File: config.mk
export PLATFORM = sky130hd
export DESIGN_NAME = cpu_inst_sequencer
export DESIGN_NICKNAME = d
export VERILOG_FILES = /design/src/rtl/cpu_isa_pkg.sv /design/src/rtl/inst_fifo.sv /design/src/rtl/cpu_inst_sequencer.sv
export SDC_FILE = /design/constraint.sdc
export NUM_CORES = 1
export LEC_CHECK = 0
export ABC_AREA = 1
export CAP_MARGIN = 20
export CORE_UTILIZATION = 50
export CTS_BUF_LIST = sky130_fd_sc_hd__clkbuf_4
export DETAILED_ROUTE_END_ITERATION = 16
export PLACE_DENSITY = 0.74
export SLEW_MARGIN = 20
export SYNTH_ARGS = -nofsm -noshare
export SYNTH_HDL_FRONTEND = slang
export SYNTH_SLANG_ARGS = --single-unit
File: constraint.sdc
create_clock -name clk -period 5.1 [get_ports clk]
set_clock_uncertainty 0.2 [all_clocks]
set_input_delay 1.02 -clock clk [delete_from_list [all_inputs] [get_ports clk]]
set_output_delay 1.02 -clock clk [all_outputs]
set_load 0.01 [all_outputs]
File: src/rtl/cpu_isa_pkg.sv
// ---------------------------------------------------------------------------
// cpu_isa_pkg
// Shared definitions for the 8-bit CPU core and its instruction feed stage:
// opcode constants, ALU sub-op codes, the guaranteed no-op word and the
// instruction sequencer state encoding.
//
// Instruction word layout (16 bits, issued as two bytes):
//   [15:12] opcode   [11:8] r1   [7:4] r2   [3:0] r3   (LDB: [7:0] = imm)
// ---------------------------------------------------------------------------
package cpu_isa_pkg;

    // Opcodes
    localparam logic [3:0] OP_MVR = 4'h0;   // register move
    localparam logic [3:0] OP_LDB = 4'h1;   // load byte immediate
    localparam logic [3:0] OP_STB = 4'h2;   // store byte
    localparam logic [3:0] OP_RDS = 4'h3;   // read status
    localparam logic [3:0] OP_NOP = 4'h4;   // no register write, no status change

    // ALU group occupies 4'h8..4'hE; low three opcode bits select the op
    localparam logic [3:0] OP_ALU_BASE = 4'h8;
    localparam logic [3:0] OP_ADD      = 4'h8;
    localparam logic [3:0] OP_SUB      = 4'h9;
    localparam logic [3:0] OP_AND      = 4'hA;
    localparam logic [3:0] OP_OR       = 4'hB;
    localparam logic [3:0] OP_XOR      = 4'hC;
    localparam logic [3:0] OP_SHL      = 4'hD;
    localparam logic [3:0] OP_SHR      = 4'hE;

    localparam logic [3:0] OP_HLT = 4'hF;

    // ALU sub-op codes as seen by the core's ALU
    localparam logic [2:0] ALU_ADD = 3'd0;
    localparam logic [2:0] ALU_SUB = 3'd1;
    localparam logic [2:0] ALU_AND = 3'd2;
    localparam logic [2:0] ALU_OR  = 3'd3;
    localparam logic [2:0] ALU_XOR = 3'd4;
    localparam logic [2:0] ALU_SHL = 3'd5;
    localparam logic [2:0] ALU_SHR = 3'd6;

    // Word driven whenever nothing real is issued
    localparam logic [15:0] NOP_WORD = 16'h4000;

    typedef enum logic [1:0] {
        ST_IDLE = 2'd0,
        ST_RUN  = 2'd1,
        ST_HALT = 2'd2
    } seq_state_t;

    function automatic logic [3:0] word_opcode(input logic [15:0] word);
        return word[15:12];
    endfunction

endpackage

File: src/rtl/inst_fifo.sv
// ---------------------------------------------------------------------------
// inst_fifo
// Synchronous instruction-word FIFO. Pointers wrap modulo DEPTH (power of
// two). flush wins over push and pop. Push while full and pop while empty
// are ignored.
//
// Ports:
//   clk, rst_n      clock, async active-low reset
//   push, din       write din at the tail
//   pop             advance the head
//   flush           synchronous clear of pointers and count
//   head            word at the head (valid when count != 0)
//   count           words currently stored (0..DEPTH)
//   full            count == DEPTH
// ---------------------------------------------------------------------------
module inst_fifo #(
    parameter int DEPTH  = 8,
    parameter int ADDR_W = 3,
    parameter int WIDTH  = 16
) (
    input  logic              clk,
    input  logic              rst_n,
    input  logic              push,
    input  logic              pop,
    input  logic              flush,
    input  logic [WIDTH-1:0]  din,
    output logic [WIDTH-1:0]  head,
    output logic [ADDR_W:0]   count,
    output logic              full
);

    localparam logic [ADDR_W:0] FULL_CNT = (ADDR_W+1)'(DEPTH);

    logic [WIDTH-1:0]  mem [DEPTH];
    logic [ADDR_W-1:0] wr_ptr;
    logic [ADDR_W-1:0] rd_ptr;
    logic              do_push;
    logic              do_pop;

    assign full    = (count == FULL_CNT);
    assign do_push = push && !full && !flush;
    assign do_pop  = pop && (count != '0) && !flush;
    assign head    = mem[rd_ptr];

    // Storage carries no reset; stale entries are never observed because
    // count gates every read.
    always_ff @(posedge clk) begin
        if (do_push) begin
            mem[wr_ptr] <= din;
        end
    end

    always_ff @(posedge clk or negedge rst_n) begin
        if (!rst_n) begin
            wr_ptr <= '0;
            rd_ptr <= '0;
            count  <= '0;
        end else if (flush) begin
            wr_ptr <= '0;
            rd_ptr <= '0;
            count  <= '0;
        end else begin
            if (do_push) begin
                wr_ptr <= wr_ptr + 1'b1;
            end
            if (do_pop) begin
                rd_ptr <= rd_ptr + 1'b1;
            end
            case ({do_push, do_pop})
                2'b10:   count <= count + 1'b1;
                2'b01:   count <= count - 1'b1;
                default: count <= count;
            endcase
        end
    end

endmodule

File: src/rtl/cpu_inst_sequencer.sv
// ---------------------------------------------------------------------------
// cpu_inst_sequencer
// Instruction feed stage in front of the 8-bit CPU core. Pairs incoming
// bytes into 16-bit words, buffers them in inst_fifo and issues one word per
// clock while running. Whenever nothing real is issued the core sees the
// NOP word 16'h4000, so it never re-executes a stale instruction.
//
// Optional feature macro: CPU_SEQ_HALT_EN
//   defined   - a popped HLT (opcode 4'hF) word is swallowed, NOP is driven
//               and the sequencer parks in HALT until run drops.
//   undefined - no HALT state, halted tied low, 4'hF words forwarded.
//
// Ports:
//   clk, rst_n          core clock, async active-low reset
//   in_byte, in_valid   byte stream in; accepted when in_valid && in_ready
//   in_ready            room in the buffer (count != DEPTH)
//   run                 level, 1 = issue from the buffer
//   flush               synchronous clear of buffer and assembler
//   cpu_ui, cpu_uio     registered instruction bytes to the core
//   issued              cpu_ui/cpu_uio carry a real popped word this cycle
//   count               words buffered
//   half                assembler holds a first byte awaiting its pair
//   halted              sequencer is in HALT
//
// States:
//   state   | meaning
//   --------+------------------------------------------------------------
//   IDLE    | not issuing; NOP driven, buffer still fills
//   RUN     | pop and issue one word per clock while the buffer is non-empty
//   HALT    | HLT word consumed; NOP driven until run drops
// ---------------------------------------------------------------------------
module cpu_inst_sequencer
    import cpu_isa_pkg::*;
#(
    parameter int DEPTH  = 8,
    parameter int ADDR_W = 3
) (
    input  logic              clk,
    input  logic              rst_n,
    input  logic [7:0]        in_byte,
    input  logic              in_valid,
    output logic              in_ready,
    input  logic              run,
    input  logic              flush,
    output logic [7:0]        cpu_ui,
    output logic [7:0]        cpu_uio,
    output logic              issued,
    output logic [ADDR_W:0]   count,
    output logic              half,
    output logic              halted
);

    seq_state_t      state;
    seq_state_t      state_nxt;

    logic [7:0]      hi_byte;
    logic            accept;
    logic            fifo_push;
    logic            fifo_pop;
    logic            fifo_full;
    logic [15:0]     fifo_head;
    logic [15:0]     word_in;
    logic            can_pop;

    logic [7:0]      ui_nxt;
    logic [7:0]      uio_nxt;
    logic            issued_nxt;

    // -----------------------------------------------------------------------
    // Byte assembler
    // -----------------------------------------------------------------------
    // in_ready comes from the registered count only: a pop in the same cycle
    // does not open a slot for a byte arriving while full.
    assign in_ready  = !fifo_full;
    assign accept    = in_valid && in_ready && !flush;
    assign fifo_push = accept && half;
    assign word_in   = {hi_byte, in_byte};

    always_ff @(posedge clk or negedge rst_n) begin
        if (!rst_n) begin
            hi_byte <= '0;
            half    <= 1'b0;
        end else if (flush) begin
            half    <= 1'b0;
        end else if (accept) begin
            if (!half) begin
                hi_byte <= in_byte;
                half    <= 1'b1;
            end else begin
                half    <= 1'b0;
            end
        end
    end

    inst_fifo #(
        .DEPTH  (DEPTH),
        .ADDR_W (ADDR_W),
        .WIDTH  (16)
    ) u_fifo (
        .clk   (clk),
        .rst_n (rst_n),
        .push  (fifo_push),
        .pop   (fifo_pop),
        .flush (flush),
        .din   (word_in),
        .head  (fifo_head),
        .count (count),
        .full  (fifo_full)
    );

    // -----------------------------------------------------------------------
    // Issue FSM
    // -----------------------------------------------------------------------
    // Popping depends on the registered state, not on run, so the edge that
    // first sees run low still pops; NOP follows from the next edge.
    assign can_pop  = (state == ST_RUN) && (count != '0);
    assign fifo_pop = can_pop;

`ifdef CPU_SEQ_HALT_EN
    logic head_is_hlt;
    assign head_is_hlt = (word_opcode(fifo_head) == OP_HLT);
`endif

    always_ff @(posedge clk or negedge rst_n) begin
        if (!rst_n) begin
            state <= ST_IDLE;
        end else begin
            state <= state_nxt;
        end
    end

    always_comb begin
        state_nxt = state;
        if (flush) begin
            state_nxt = ST_IDLE;
        end else begin
            case (state)
                ST_IDLE: begin
                    if (run) begin
                        state_nxt = ST_RUN;
                    end
                end
                ST_RUN: begin
                    if (!run) begin
                        state_nxt = ST_IDLE;
                    end
`ifdef CPU_SEQ_HALT_EN
                    else if (can_pop && head_is_hlt) begin
                        state_nxt = ST_HALT;
                    end
`endif
                end
                ST_HALT: begin
                    if (!run) begin
                        state_nxt = ST_IDLE;
                    end
                end
                default: state_nxt = ST_IDLE;
            endcase
        end
    end

    always_comb begin
        ui_nxt     = NOP_WORD[15:8];
        uio_nxt    = NOP_WORD[7:0];
        issued_nxt = 1'b0;
        if (!flush && can_pop) begin
`ifdef CPU_SEQ_HALT_EN
            // HLT is consumed here and never reaches the core.
            if (!head_is_hlt) begin
                ui_nxt     = fifo_head[15:8];
                uio_nxt    = fifo_head[7:0];
                issued_nxt = 1'b1;
            end
`else
            ui_nxt     = fifo_head[15:8];
            uio_nxt    = fifo_head[7:0];
            issued_nxt = 1'b1;
`endif
        end
    end

    always_ff @(posedge clk or negedge rst_n) begin
        if (!rst_n) begin
            cpu_ui  <= NOP_WORD[15:8];
            cpu_uio <= NOP_WORD[7:0];
            issued  <= 1'b0;
        end else begin
            cpu_ui  <= ui_nxt;
            cpu_uio <= uio_nxt;
            issued  <= issued_nxt;
        end
    end

`ifdef CPU_SEQ_HALT_EN
    assign halted = (state == ST_HALT);
`else
    assign halted = 1'b0;
`endif

endmodule

== Yosys cells after proc, flatten, opt, wreduce, memory -nomap -nowiden ==
Memory sizes are Yosys's and may differ from the RTL's.
Index checks and enable logic that the tools add are counted.

* Register bits: 38
* RAM bits: 128
* Input bits: 13
* Output and inout bits: 24
* Word-level logic and storage cells: 61
* Memories: 1

{| class="wikitable"
|+ Memories
! memory !! depth !! width !! read ports !! clocked after Yosys merged registers in !! wr ports !! line !! source
|-
| u_fifo.mem || 8 || 16 || 1 || 0 || 1 || inst_fifo.sv:34 || <nowiki>logic [WIDTH-1:0] mem [DEPTH];</nowiki>
|}

* Add/sub/neg operators: 4
* Eq/ne operators: 7
* Mux-type cells: 18
* Bitwise logic cells: 2
* Reduce and logical (&&, ||, !) cells: 20

{| class="wikitable"
|+ Operators by type and width
! kind !! count
|-
| $mux W8 || 2
|-
| $mux W3 || 4
|-
| $logic_and A1 B1 Y1 || 9
|-
| $pmux W4 S2 || 1
|-
| $add A3 B1 Y3 const B || 2
|-
| $mux W1 || 6
|-
| $mux W2 || 3
|-
| $reduce_bool A2 Y1 || 3
|-
| $add A4 B1 Y4 const B || 1
|-
| $eq A2 B1 Y1 const B || 2
|-
| $eq A2 B2 Y1 const B || 2
|-
| $eq A4 B4 Y1 const B || 1
|-
| $mux W4 || 1
|-
| $pmux W2 S2 || 1
|-
| $reduce_bool A4 Y1 || 1
|-
| $sub A4 B1 Y4 const B || 1
|-
| $ne A3 B2 Y1 const B || 1
|-
| $ne A3 B3 Y1 const B || 1
|-
| $reduce_and A3 Y1 || 1
|-
| $reduce_bool A3 Y1 || 1
|-
| $logic_not A1 Y1 || 2
|-
| $logic_not A2 Y1 || 1
|-
| $not A1 Y1 || 2
|-
| $reduce_and A2 Y1 || 1
|-
| $reduce_or A2 Y1 || 1
|}

== Logic depth before layout (Yosys ltp) ==
* Word-level depth: 10
* Mapped depth: 14
* Gate-level depth less buffers: 14

== By module ==
Synthesis repeated with hierarchy kept, for this count alone.

* Cell total of the unflattened synthesis: 522
* Area, all modules: 6,713.9 um^2

{| class="wikitable"
|+ Modules (own cells, without submodules)
! module !! instances !! cells an instance !! area an instance (um^2) !! seq. area each (um^2)
|-
| inst_fifo || 1 || 418 || 5,656.7 || 4,093.9
|-
| cpu_inst_sequencer || 1 || 104 || 1,057.3 || 676.9
|}

== Least setup slack after synthesis ==
OpenSTA, ideal clock, no wires.

* Path kind: input -> register
* Start point: input port flush
* End point: memory u_fifo.mem[0][0], enable pin
* Setup time: 388 ps
* Data arrival time: 2,203 ps
* Required time: 4,512 ps
* Slack: 2,309 ps
* Cell stages on the path: 5
* Path buffers: 0
* Path through: nor2_2 nand3_4 inv_1 nand2_1 nor2_1

* Word-level cells in the longest chain between the ends: 7

{| class="wikitable"
|+ RTL lines
! what !! line !! source
|-
| start: declaration || cpu_inst_sequencer.sv:44 || <nowiki>input logic flush,</nowiki>
|-
| $logic_not A1 Y1 * || inst_fifo.sv:41, cpu_inst_sequencer.sv:75 ||
|-
| $logic_and A1 B1 Y1 || cpu_inst_sequencer.sv:75 || <nowiki>assign accept = in_valid && in_ready && !flush;</nowiki>
|-
| $logic_and A1 B1 Y1 || cpu_inst_sequencer.sv:76 || <nowiki>assign fifo_push = accept && half;</nowiki>
|-
| $logic_and A1 B1 Y1 || inst_fifo.sv:41 || <nowiki>assign do_push = push && !full && !flush;</nowiki>
|-
| $logic_and A1 B1 Y1 * || inst_fifo.sv:41 ||
|-
| $mux W1 * || inst_fifo.sv:48 || <nowiki>if (do_push) begin</nowiki>
|-
| $mux W1 (implied by the code) * || inst_fifo.sv:49 || <nowiki>mem[wr_ptr] <= din;</nowiki>
|-
| end: declaration || inst_fifo.sv:34 ||
|}

Every way passes the cells marked *; elsewhere a longest branch is shown, timed or not.

== Final worst setup path ==
* Start point: register u_fifo.count[1]
* End point: output port in_ready

* Word-level cells in the longest chain between the ends: 2

{| class="wikitable"
|+ RTL lines
! what !! line !! source
|-
| start: declaration || inst_fifo.sv:28 || <nowiki>output logic [ADDR_W:0] count,</nowiki>
|-
| start signal: assignment || inst_fifo.sv:70 || <nowiki>2'b10: count <= count + 1'b1;</nowiki>
|-
| start signal: assignment || inst_fifo.sv:71 || <nowiki>2'b01: count <= count - 1'b1;</nowiki>
|-
| start signal: assignment || inst_fifo.sv:72 || <nowiki>default: count <= count;</nowiki>
|-
| $eq A4 B4 Y1 || inst_fifo.sv:40 || <nowiki>assign full = (count == FULL_CNT);</nowiki>
|-
| $logic_not A1 Y1 || cpu_inst_sequencer.sv:74 || <nowiki>assign in_ready = !fifo_full;</nowiki>
|-
| end: declaration || cpu_inst_sequencer.sv:42 || <nowiki>output logic in_ready,</nowiki>
|}

No other way between the ends.

==> impl_metrics.py <==
metrics = {
    "synth": {
        "synthFlopType": "edfxtp_1",
        "yosysSeqAreaShare": 0.7333,
        "yosys_warnings": 0,
        "async_flop_share": 0.2242,
        "synth_area_per_cell_sq_um": 13.87,
        "synth_area_sq_um": 6506,
        "synth_nets": 486,
        "yosys.cell_types.count": 36,
        "synthCells": 469,
        "synth-edff-count": 128,
        "synth-seq-cells": 165,
    },
    "grt": {
        "grt_start_max_net_pins": 67,
        "antenna_found_initial": 0,
        "track_usage": 0.2218,
        "grt_pass1_vias": 3928,
        "grt_pass1_wl_um": 21330,
        "gr-total-overflow": 0,
    },
    "worst_setup_path": {
        "path_max_fanout": 5,
        "crit_type": "reg -> out",
        "cp_num_buf_inv": 1,
        "crit_slowest_cell": "clkdlybuf4s50_1",
        "cp_top_family": "buffers and inverters",
        "path_cells": "nor2_2, nand2_2, clkdlybuf4s50_1",
        "crit_path_end_kind": "primary output",
        "cp.arrival_ns": 1.86,
        "required_ns": 3.88,
        "worstSetupStartpointType": "flop",
        "critPathMaxStageDelay_ns": 0.50,
    },
    "cts": {
        "post_cts_resized": 0,
        "htreeDepth": 4,
        "cts.path.max_buffers": 2,
        "hold_buffers": 0,
        "path_clk_slew_ns": 0.14,
        "cts_tree": "done",
        "cts_root_buf": "clkbuf_4",
        "clk_latency_ns": 0.58,
        "cts_setup_buffers": 0,
        "numCtsBuffers": 17,
        "clock-sinks": 165,
    },
    "sta": {
        "hold_viol": 0,
        "setup_viol": 0,
        "fmax_mhz": 325.1,
        "min_period_ns": 3.076,
        "setup_ws_ns": 2.024,
        "maxSlewHeadroom": 0.4844,
        "post-route-period-util": 0.6032,
        "worst_slew_pin_slew_ns": 0.7735,
        "fin_tns_setup_ns": 0,
        "holdWs_ns": 0.2547,
        "rsz0062_at_grt": "false",
        "slew_viol_final": 0,
    },
    "outcome": {
        "status": "completed",
    },
    "run": {
        "maxCapViolations": 0,
    },
    "drt": {
        "post_drt_wl_per_cell_um": 19.49,
        "via_count": 3991,
        "drtPass1Iterations": 4,
        "drc_errors": 0,
        "wl_um": 13590,
        "drt_first_iter_violations": 361,
        "vias_per_cell": 5.726,
        "ant_nets": 0,
    },
    "pwr": {
        "power_density_nw_per_um2": 376.1,
        "vdd_drop_max_mv": 0.1515,
        "p_leak_nw": 2.643,
    },
    "floorplanning": {
        "rows": 41,
        "core-area_sq_um": 12670,
        "ios": 37,
        "start_util": 0.5135,
        "die_w_um": 116.1,
        "die-area_sq_um": 13470,
        "die_height_um": 116.1,
    },
    "cells_and_area": {
        "final_area_sq_um": 7351,
        "final_nets": 529,
        "drive_gt1_frac": 0.1962,
        "final_util": 0.5801,
        "syn_to_final_growth_pct": 12.98,
        "num_antenna_cells": 0,
    },
    "place": {
        "post_dp_cell_area_sq_um": 7054,
        "hpwl_um": 7905,
        "dp_slack_ns": 1.514,
        "globalplace.congestion": 0.8449,
        "io_buffer_count": 35,
    },
    "worst_hold_path": {
        "hp-class": "in -> async",
    },
}
worst reg2reg max path, delay by kind of cell, from the launching register on:
family	cells	cell delay [ns]
buffers and inverters	1	0.85
flip-flops	1	0.87
AO/OA/AOI/OAI	1	0.35
AND/OR/NAND/NOR	1	0.23
final timing paths:
kind,to,slack (ns),cells past startpoint,startpoint
hold / removal,cpu_uio[7]$_DFF_PN0_,0.25,1,rst_n
max in group asynchronous,cpu_ui[6]$_DFF_PN1_,3.84,2,rst_n
setup reg to reg,cpu_ui[0]$_DFF_PN0_,2.50,3,u_fifo.rd_ptr[2]$_DFFE_PN0P_
setup / recovery,in_ready,2.02,3,u_fifo.count[1]$_DFFE_PN0P_
hold reg to reg,u_fifo.count[0]$_DFFE_PN0P_,0.39,1,u_fifo.count[0]$_DFFE_PN0P_
min in group clk,u_fifo.count[0]$_DFFE_PN0P_,0.39,1,u_fifo.count[0]$_DFFE_PN0P_
final cells by class:
| type | instances | area, sq um |
|---|---|---|
| Sequential cell | 165 | 4771 |
| Timing Repair Buffer | 49 | 483.0 |
| Multi-Input combinational cell | 258 | 1531 |
| Fill cell | 1008 | 5320 |
| Clock buffer | 18 | 135.1 |
| Inverter | 21 | 81.33 |
| Tap cell | 172 | 215.2 |
| Clock inverter | 14 | 133.9 |
cell usage in the layout, fill, tap and decap left out, types with 2 or more instances in the layout:
master / instances
edfxtp_1: 128
nor2_1: 72
o21ai_0: 65
dfrtp_1: 36
clkdlybuf4s50_1: 34
nand2_1: 28
o221a_2: 27
clkbuf_4: 18
nor3_1: 15
inv_1: 14
buf_4: 12
mux2_2: 8
inv_6: 8
nand3_1: 6
a21oi_1: 6
nand2_4: 5
inv_2: 5
ha_1: 4
nor2_2: 3
o221a_1: 3
nand2_2: 2
a221o_1: 2
xnor2_1: 2
o21ai_1: 2
inv_8: 2
clkinv_4: 2
state kept, by name, summed over array words and instances (netlist names):
register	flops
u_fifo.mem	128
cpu_ui	8
cpu_uio	8
hi_byte	8
u_fifo.count	4
u_fifo.rd_ptr	3
u_fifo.wr_ptr	3
half	1
issued	1
state	1
power breakdown:
part,switching [mW],total [mW],internal [mW],leakage (nW)
registers,0.0720,1.62,1.55,1.64
clock network,0.497,0.719,0.222,0.146
logic,0.252,0.427,0.175,0.858
total,0.821,2.76,1.94,2.64
metal layers:
layer / track usage / up-vias / wire, um
met3: 0.05021 / 25 / 776
met4: 0.1009 / 0 / 329
li1: - / 1808 / -
met1: 0.2905 / 2016 / 5793
met5: 0 / - / 0
met2: 0.3556 / 142 / 6689
through the flow:
stage,power (mW),cells
detailed placement,2.072,664
CTS,2.776,696
floorplan,1.911,469
global placement,2.047,663
finish,2.765,697
global route,2.881,697
kinds of logic after synthesis:
| logic type | share of synthesized area |
|---|---|
| and+or+nand+nor | 0.09712 |
| AOI/OAI and AO/OA | 0.1135 |
| muxes | 0.01385 |
| adders and majority gates | 0.007693 |
| DFF | 0.7333 |
| buffers and inverters | 0.03135 |
| other | 0.0005764 |
| xor gates and xnor gates | 0.002693 |
synthesized netlist by cell type (2+ instances only):
master,n,area share
nand2_1,28,0.016
o21ai_0,65,0.050
xnor2_1,2,0.0027
o221a_1,3,0.0052
buf_4,6,0.0069
edfxtp_1,128,0.59
nor2_2,3,0.0029
nand2_4,5,0.0087
clkbuf_1,13,0.0075
o21ai_1,2,0.0015
dfrtp_1,36,0.14
buf_2,4,0.0031
a21oi_1,6,0.0046
nor2_1,72,0.042
nand3_1,6,0.0046
o221a_2,27,0.047
nand2_2,2,0.0019
nor3_1,15,0.012
ha_1,4,0.0077
mux2_2,8,0.014
inv_2,5,0.0029
a221o_1,2,0.0031
inv_1,14,0.0081
No activity file was read; power rests on OpenSTA's default activity.
